## config.mk

```make
export PLATFORM = sky130hd
export DESIGN_NAME = apb_mem_responder
export DESIGN_NICKNAME = d
export VERILOG_FILES = /design/src/rtl/apb_mem_responder.sv
export SDC_FILE = /design/constraint.sdc
export NUM_CORES = 2
export LEC_CHECK = 0
export CAP_MARGIN = 0
export CELL_PAD_IN_SITES_DETAIL_PLACEMENT = 0
export CELL_PAD_IN_SITES_GLOBAL_PLACEMENT = 1
export CORE_MARGIN = 2
export CORE_UTILIZATION = 54
export CTS_CLUSTER_SIZE = 20
export DETAILED_ROUTE_END_ITERATION = 10
export GPL_TIMING_DRIVEN = 0
export PLACE_DENSITY = 0.88
export SYNTH_ARGS = -nofsm -noshare
export SYNTH_HDL_FRONTEND = slang
export SYNTH_SLANG_ARGS = --single-unit
```

## constraint.sdc

```tcl
create_clock -name pclk -period 2.7 [get_ports pclk]
set_input_delay 0.675 -clock pclk [delete_from_list [all_inputs] [get_ports pclk]]
set_output_delay 0.675 -clock pclk [all_outputs]
set_load 0.05 [all_outputs]
```

## src/rtl/apb_mem_responder.sv

```systemverilog
// APB3 completer backed by a register-file memory with fixed wait states.
// Define APB_MEM_RESPONDER_PSTRB_EN to honour pstrb on writes.
module apb_mem_responder #(
   parameter int DATA_W      = 32,
   parameter int ADDR_W      = 8,
   parameter int DEPTH       = 32,
   parameter int WAIT_CYCLES = 0
) (
   input  logic                pclk,
   input  logic                prstn,
   input  logic                psel,
   input  logic                penable,
   input  logic                pwrite,
   input  logic [ADDR_W-1:0]   paddr,
   input  logic [DATA_W-1:0]   pwdata,
   input  logic [DATA_W/8-1:0] pstrb,
   output logic                pready,
   output logic [DATA_W-1:0]   prdata,
   output logic                pslverr
);

   localparam int NB  = DATA_W / 8;
   localparam int OFF = $clog2(NB);
   localparam int IW  = (DEPTH > 1) ? $clog2(DEPTH) : 1;

   typedef enum logic {IDLE, ACCESS} state_t;

   state_t              state_q, state_d;
   logic [3:0]          cnt_q, cnt_d;
   logic [IW-1:0]       idx_q;
   logic                write_q;
   logic                err_q;
   logic [DATA_W-1:0]   rdata_q;
   logic [DATA_W-1:0]   mem_q [DEPTH];

   logic [ADDR_W-1:0]   widx;
   logic                misal;
   logic                err_d;
   logic                setup;
   logic                commit;

   assign widx   = paddr >> OFF;
   assign misal  = (paddr & ADDR_W'(NB - 1)) != '0;
   assign err_d  = (32'(widx) >= 32'(DEPTH)) | misal;
   assign setup  = (state_q == IDLE) & psel & ~penable;
   assign pready = (state_q == ACCESS) & psel & penable
                 & (cnt_q == 4'd0);
   assign commit = pready & write_q & ~err_q;

   assign pslverr = pready & err_q;
   assign prdata  = (pready & ~write_q) ? rdata_q : '0;

   always_comb begin
      state_d = state_q;
      cnt_d   = cnt_q;
      unique case (state_q)
         IDLE: begin
            if (setup) begin
               state_d = ACCESS;
               cnt_d   = 4'(WAIT_CYCLES);
            end
         end
         ACCESS: begin
            // psel dropping mid-access aborts without a write
            if (!psel || pready) begin
               state_d = IDLE;
            end else if (penable) begin
               cnt_d = cnt_q - 4'd1;
            end
         end
         default: state_d = IDLE;
      endcase
   end

   always_ff @(posedge pclk or negedge prstn) begin
      if (!prstn) begin
         state_q <= IDLE;
         cnt_q   <= '0;
         idx_q   <= '0;
         write_q <= 1'b0;
         err_q   <= 1'b0;
         rdata_q <= '0;
      end else begin
         state_q <= state_d;
         cnt_q   <= cnt_d;
         if (setup) begin
            idx_q   <= widx[IW-1:0];
            write_q <= pwrite;
            err_q   <= err_d;
            rdata_q <= (!pwrite && !err_d) ? mem_q[widx[IW-1:0]] : '0;
         end
      end
   end

`ifdef APB_MEM_RESPONDER_PSTRB_EN
   logic [NB-1:0] strb_q;

   always_ff @(posedge pclk or negedge prstn) begin
      if (!prstn) begin
         strb_q <= '0;
      end else if (setup) begin
         strb_q <= pstrb;
      end
   end

   always_ff @(posedge pclk or negedge prstn) begin
      if (!prstn) begin
         for (int i = 0; i < DEPTH; i++) mem_q[i] <= '0;
      end else if (commit) begin
         for (int b = 0; b < NB; b++) begin
            if (strb_q[b]) mem_q[idx_q][b*8 +: 8] <= pwdata[b*8 +: 8];
         end
      end
   end
`else
   logic unused_strb;
   assign unused_strb = ^pstrb;

   always_ff @(posedge pclk or negedge prstn) begin
      if (!prstn) begin
         for (int i = 0; i < DEPTH; i++) mem_q[i] <= '0;
      end else if (commit) begin
         mem_q[idx_q] <= pwdata;
      end
   end
`endif

endmodule

```

==> impl_metrics.json <==
{
  "combPwrFrac_pct": 7.1,
  "drive_above_1_share_pct": 55.8,
  "grt_antenna_before_repair": 1,
  "grt_usage_pct": 31.6,
  "syn_area_per_cell_um2": 16.1,
  "rows": 110,
  "grt_pass1_wl_um": 212000,
  "die_w_um": 304,
  "fin_tns_setup_ps": -15560,
  "core-area_um2": 89700,
  "cts_made_buffers": 110,
  "min_period_ps": 3110,
  "final_cells": 4534,
  "status": "finished with violations",
  "drtIter0Drc": 2942,
  "violations": "setup timing",
  "seqPwrFrac_pct": 47.9,
  "setup_viol": 111,
  "ctsHtreeMaxLevel": 3,
  "post_drt_wl_per_cell_um": 32.2,
  "clk_pin_slew_ps": 60,
  "critPathLaunchType": "flop",
  "synth_compound_area_share_pct": 0.812,
  "dp_slack_ps": -2310,
  "cts_tree": "built",
  "vdd_ir_drop_max_v": 0.000589,
  "worstPathArrival_ps": 2430,
  "gp_congestion": 0.901,
  "hold_ws_ps": 25.0,
  "critPathSlowestCell": "dfrtp_1",
  "synth-seq-area-share_pct": 54.9,
  "ant_nets": 0,
  "p_per_area_nw_per_um2": 611,
  "maxSlewHeadroom_pct": 14.6,
  "grt_setup_unrepaired": "true",
  "vias": 29700,
  "worstSetupStartpoint": "cnt_q[1]",
  "finalHoldViolCount": 0,
  "place_inst": 4279,
  "grt_max_degree": 132,
  "end_kind": "output port",
  "required_ps": 2030,
  "synth-main-ff-cell": "dfrtp_1",
  "clockBufferDepth": 3,
  "dr.pass1.iters": 6,
  "start_util_pct": 54.2,
  "clk_latency_ps": 700,
  "layout_common_cells": "dfrtp_1, mux2_2, mux4_2",
  "grt_pass1_vias": 31500,
  "cpPeakStageDelay_ps": 390,
  "tightestPinTransition_ps": 1280,
  "ys_warn_count": 0,
  "worstSetupPathType": "reg -> out",
  "synth_cells": 3018,
  "clockPowerShare_pct": 45.0,
  "critPathBufInv": 4,
  "period_share_pct": 115,
  "ios": 83,
  "die_y_um": 304,
  "synth_area_um2": 48700,
  "setup_slack_ps": -407,
  "post_drt_via_cell_ratio": 6.56,
  "synthAdderAreaFrac_pct": 0.0257,
  "p_leak_uw": 0.0275,
  "cp_max_fo": 7,
  "place_hpwl_um": 91800,
  "cp_top_family": "buffers and inverters",
  "ys_seq_elements": 1068,
  "internal-power_uw": 26200,
  "swShare_pct": 23.9,
  "post-route-util_pct": 62.9,
  "async_reset_ff_share_pct": 100,
  "synth_top_family_by_area": "multiplexers",
  "synth.distinct_cells": 56,
  "dieArea_um2": 92600,
  "fmax_mhz": 322,
  "synth_fp_nets": 3068,
  "crit_chain": "inv_2 > ha_4 > nand4b_4 > nor3_4 > buf_12 > clkbuf_16 > and2_4 > buf_8",
  "maxCapViolCount": 0,
  "fin_skew_ps": 33.2,
  "drc_errors": 0,
  "drv_slew": 0,
  "overflow": 0,
  "cts.sinks": 1068,
  "synth_xor_area_share_pct": 0,
  "p_sw_uw": 8240,
  "final_common_cell": "dfrtp_1",
  "synth_edf_count": 0,
  "root_buffer": "clkbuf_16",
  "portBuffers": 76,
  "synth_simple_gate_area_share_pct": 2.80,
  "timing.rr.start": "cnt_q[1]",
  "wirelength_um": 146000,
  "fin_nets": 3316,
  "synthMuxAreaShare_pct": 38.7,
  "area_growth_pct": 16.0,
  "hp-class": "in -> async"
}
layout make-up:
type / instances / area [um2]
antenna: 2 / 5.00
multi-input combinational: 1652 / 20800
clock inverter: 30 / 340
inverter: 6 / 23.8
timing repair buffer: 137 / 1680
sequential: 1068 / 26700
clock buffer: 172 / 3340
buffer: 291 / 2010
fill: 6200 / 33300
tap: 1176 / 1470
final timing paths:
path / endpoint / slack (ps) / cells past startpoint
hold reg to reg: mem_q[82] / 480 / 1
min in group pclk: mem_q[82] / 480 / 1
hold / removal: mem_q[48] / 30 / 2
max in group asynchronous: mem_q[709] / 670 / 5
setup reg to reg: mem_q[490] / -130 / 10
setup / recovery: prdata[2] / -410 / 8
power groups by stage:
stage / clock network (uW) / logic (uW) / registers [uW]
final: 15500 / 2460 / 16500
after global routing: 16300 / 2600 / 16500
after CTS: 15600 / 2360 / 16500
after detailed placement: 0 / 2210 / 16800
after global placement: 0 / 1970 / 16800
after floorplan: 0 / 1210 / 16700
kinds of logic after synthesis:
group	Yosys count
buffers and inverters	298
and+or+nand+nor	225
muxes	1372
AOI/OAI and AO/OA	54
DFF	1068
adders and majority gates	1
sequential cells by signal, indices dropped and copies added (netlist names):
register	flops
cnt_q	4
err_q	1
idx_q	5
mem_q	1024
rdata_q	32
state_q	1
write_q	1
metrics by stage:
| step | power, uW | instance area [um2] |
|---|---|---|
| 3_3_place_gp | 18800 | 50900 |
| 6_report | 34500 | 56400 |
| 5_1_grt | 35400 | 56400 |
| 2_1_floorplan | 17900 | 48700 |
| 4_1_cts | 34400 | 55800 |
| 3_5_place_dp | 19000 | 51200 |
routing by layer:
| layer | global-route usage (%) | up-vias | routed length (um) |
|---|---|---|---|
| met4 | 16.3 | 0 | 8620 |
| li1 | - | 11700 | - |
| met2 | 49.7 | 1438 | 68300 |
| met5 | 0 | - | 0 |
| met3 | 8.41 | 433 | 13300 |
| met1 | 40.7 | 16100 | 55900 |
what timing repair did:
action,4_1_cts,5_1_grt
hold buffers,1,0
setup endpoints to repair,845,680
resized for setup,492,113
endpoints found under the hold margin,70,0
pin swaps,12,19
buffers inserted,23,25
gates cloned,1,2
cell usage after synthesis, types with 4 or more instances:
cell | number | area share, %
nor3_4 | 8 | 0.27
nor3_1 | 6 | 0.062
nand2_1 | 57 | 0.44
o21ai_0 | 8 | 0.082
dfrtp_1 | 1068 | 55
buf_2 | 87 | 0.89
nand3_1 | 75 | 0.77
buf_4 | 19 | 0.29
nor2b_1 | 4 | 0.051
nor2_1 | 5 | 0.039
mux4_2 | 289 | 13
a22oi_1 | 28 | 0.43
mux2_2 | 1031 | 24
and2_1 | 33 | 0.42
inv_1 | 4 | 0.031
clkbuf_1 | 167 | 1.3
nor3_2 | 8 | 0.16
a21oi_1 | 4 | 0.041
mux2_1 | 19 | 0.44
mux2_4 | 30 | 0.93
buf_1 | 14 | 0.11
No activity file was read; power rests on OpenSTA's default activity.
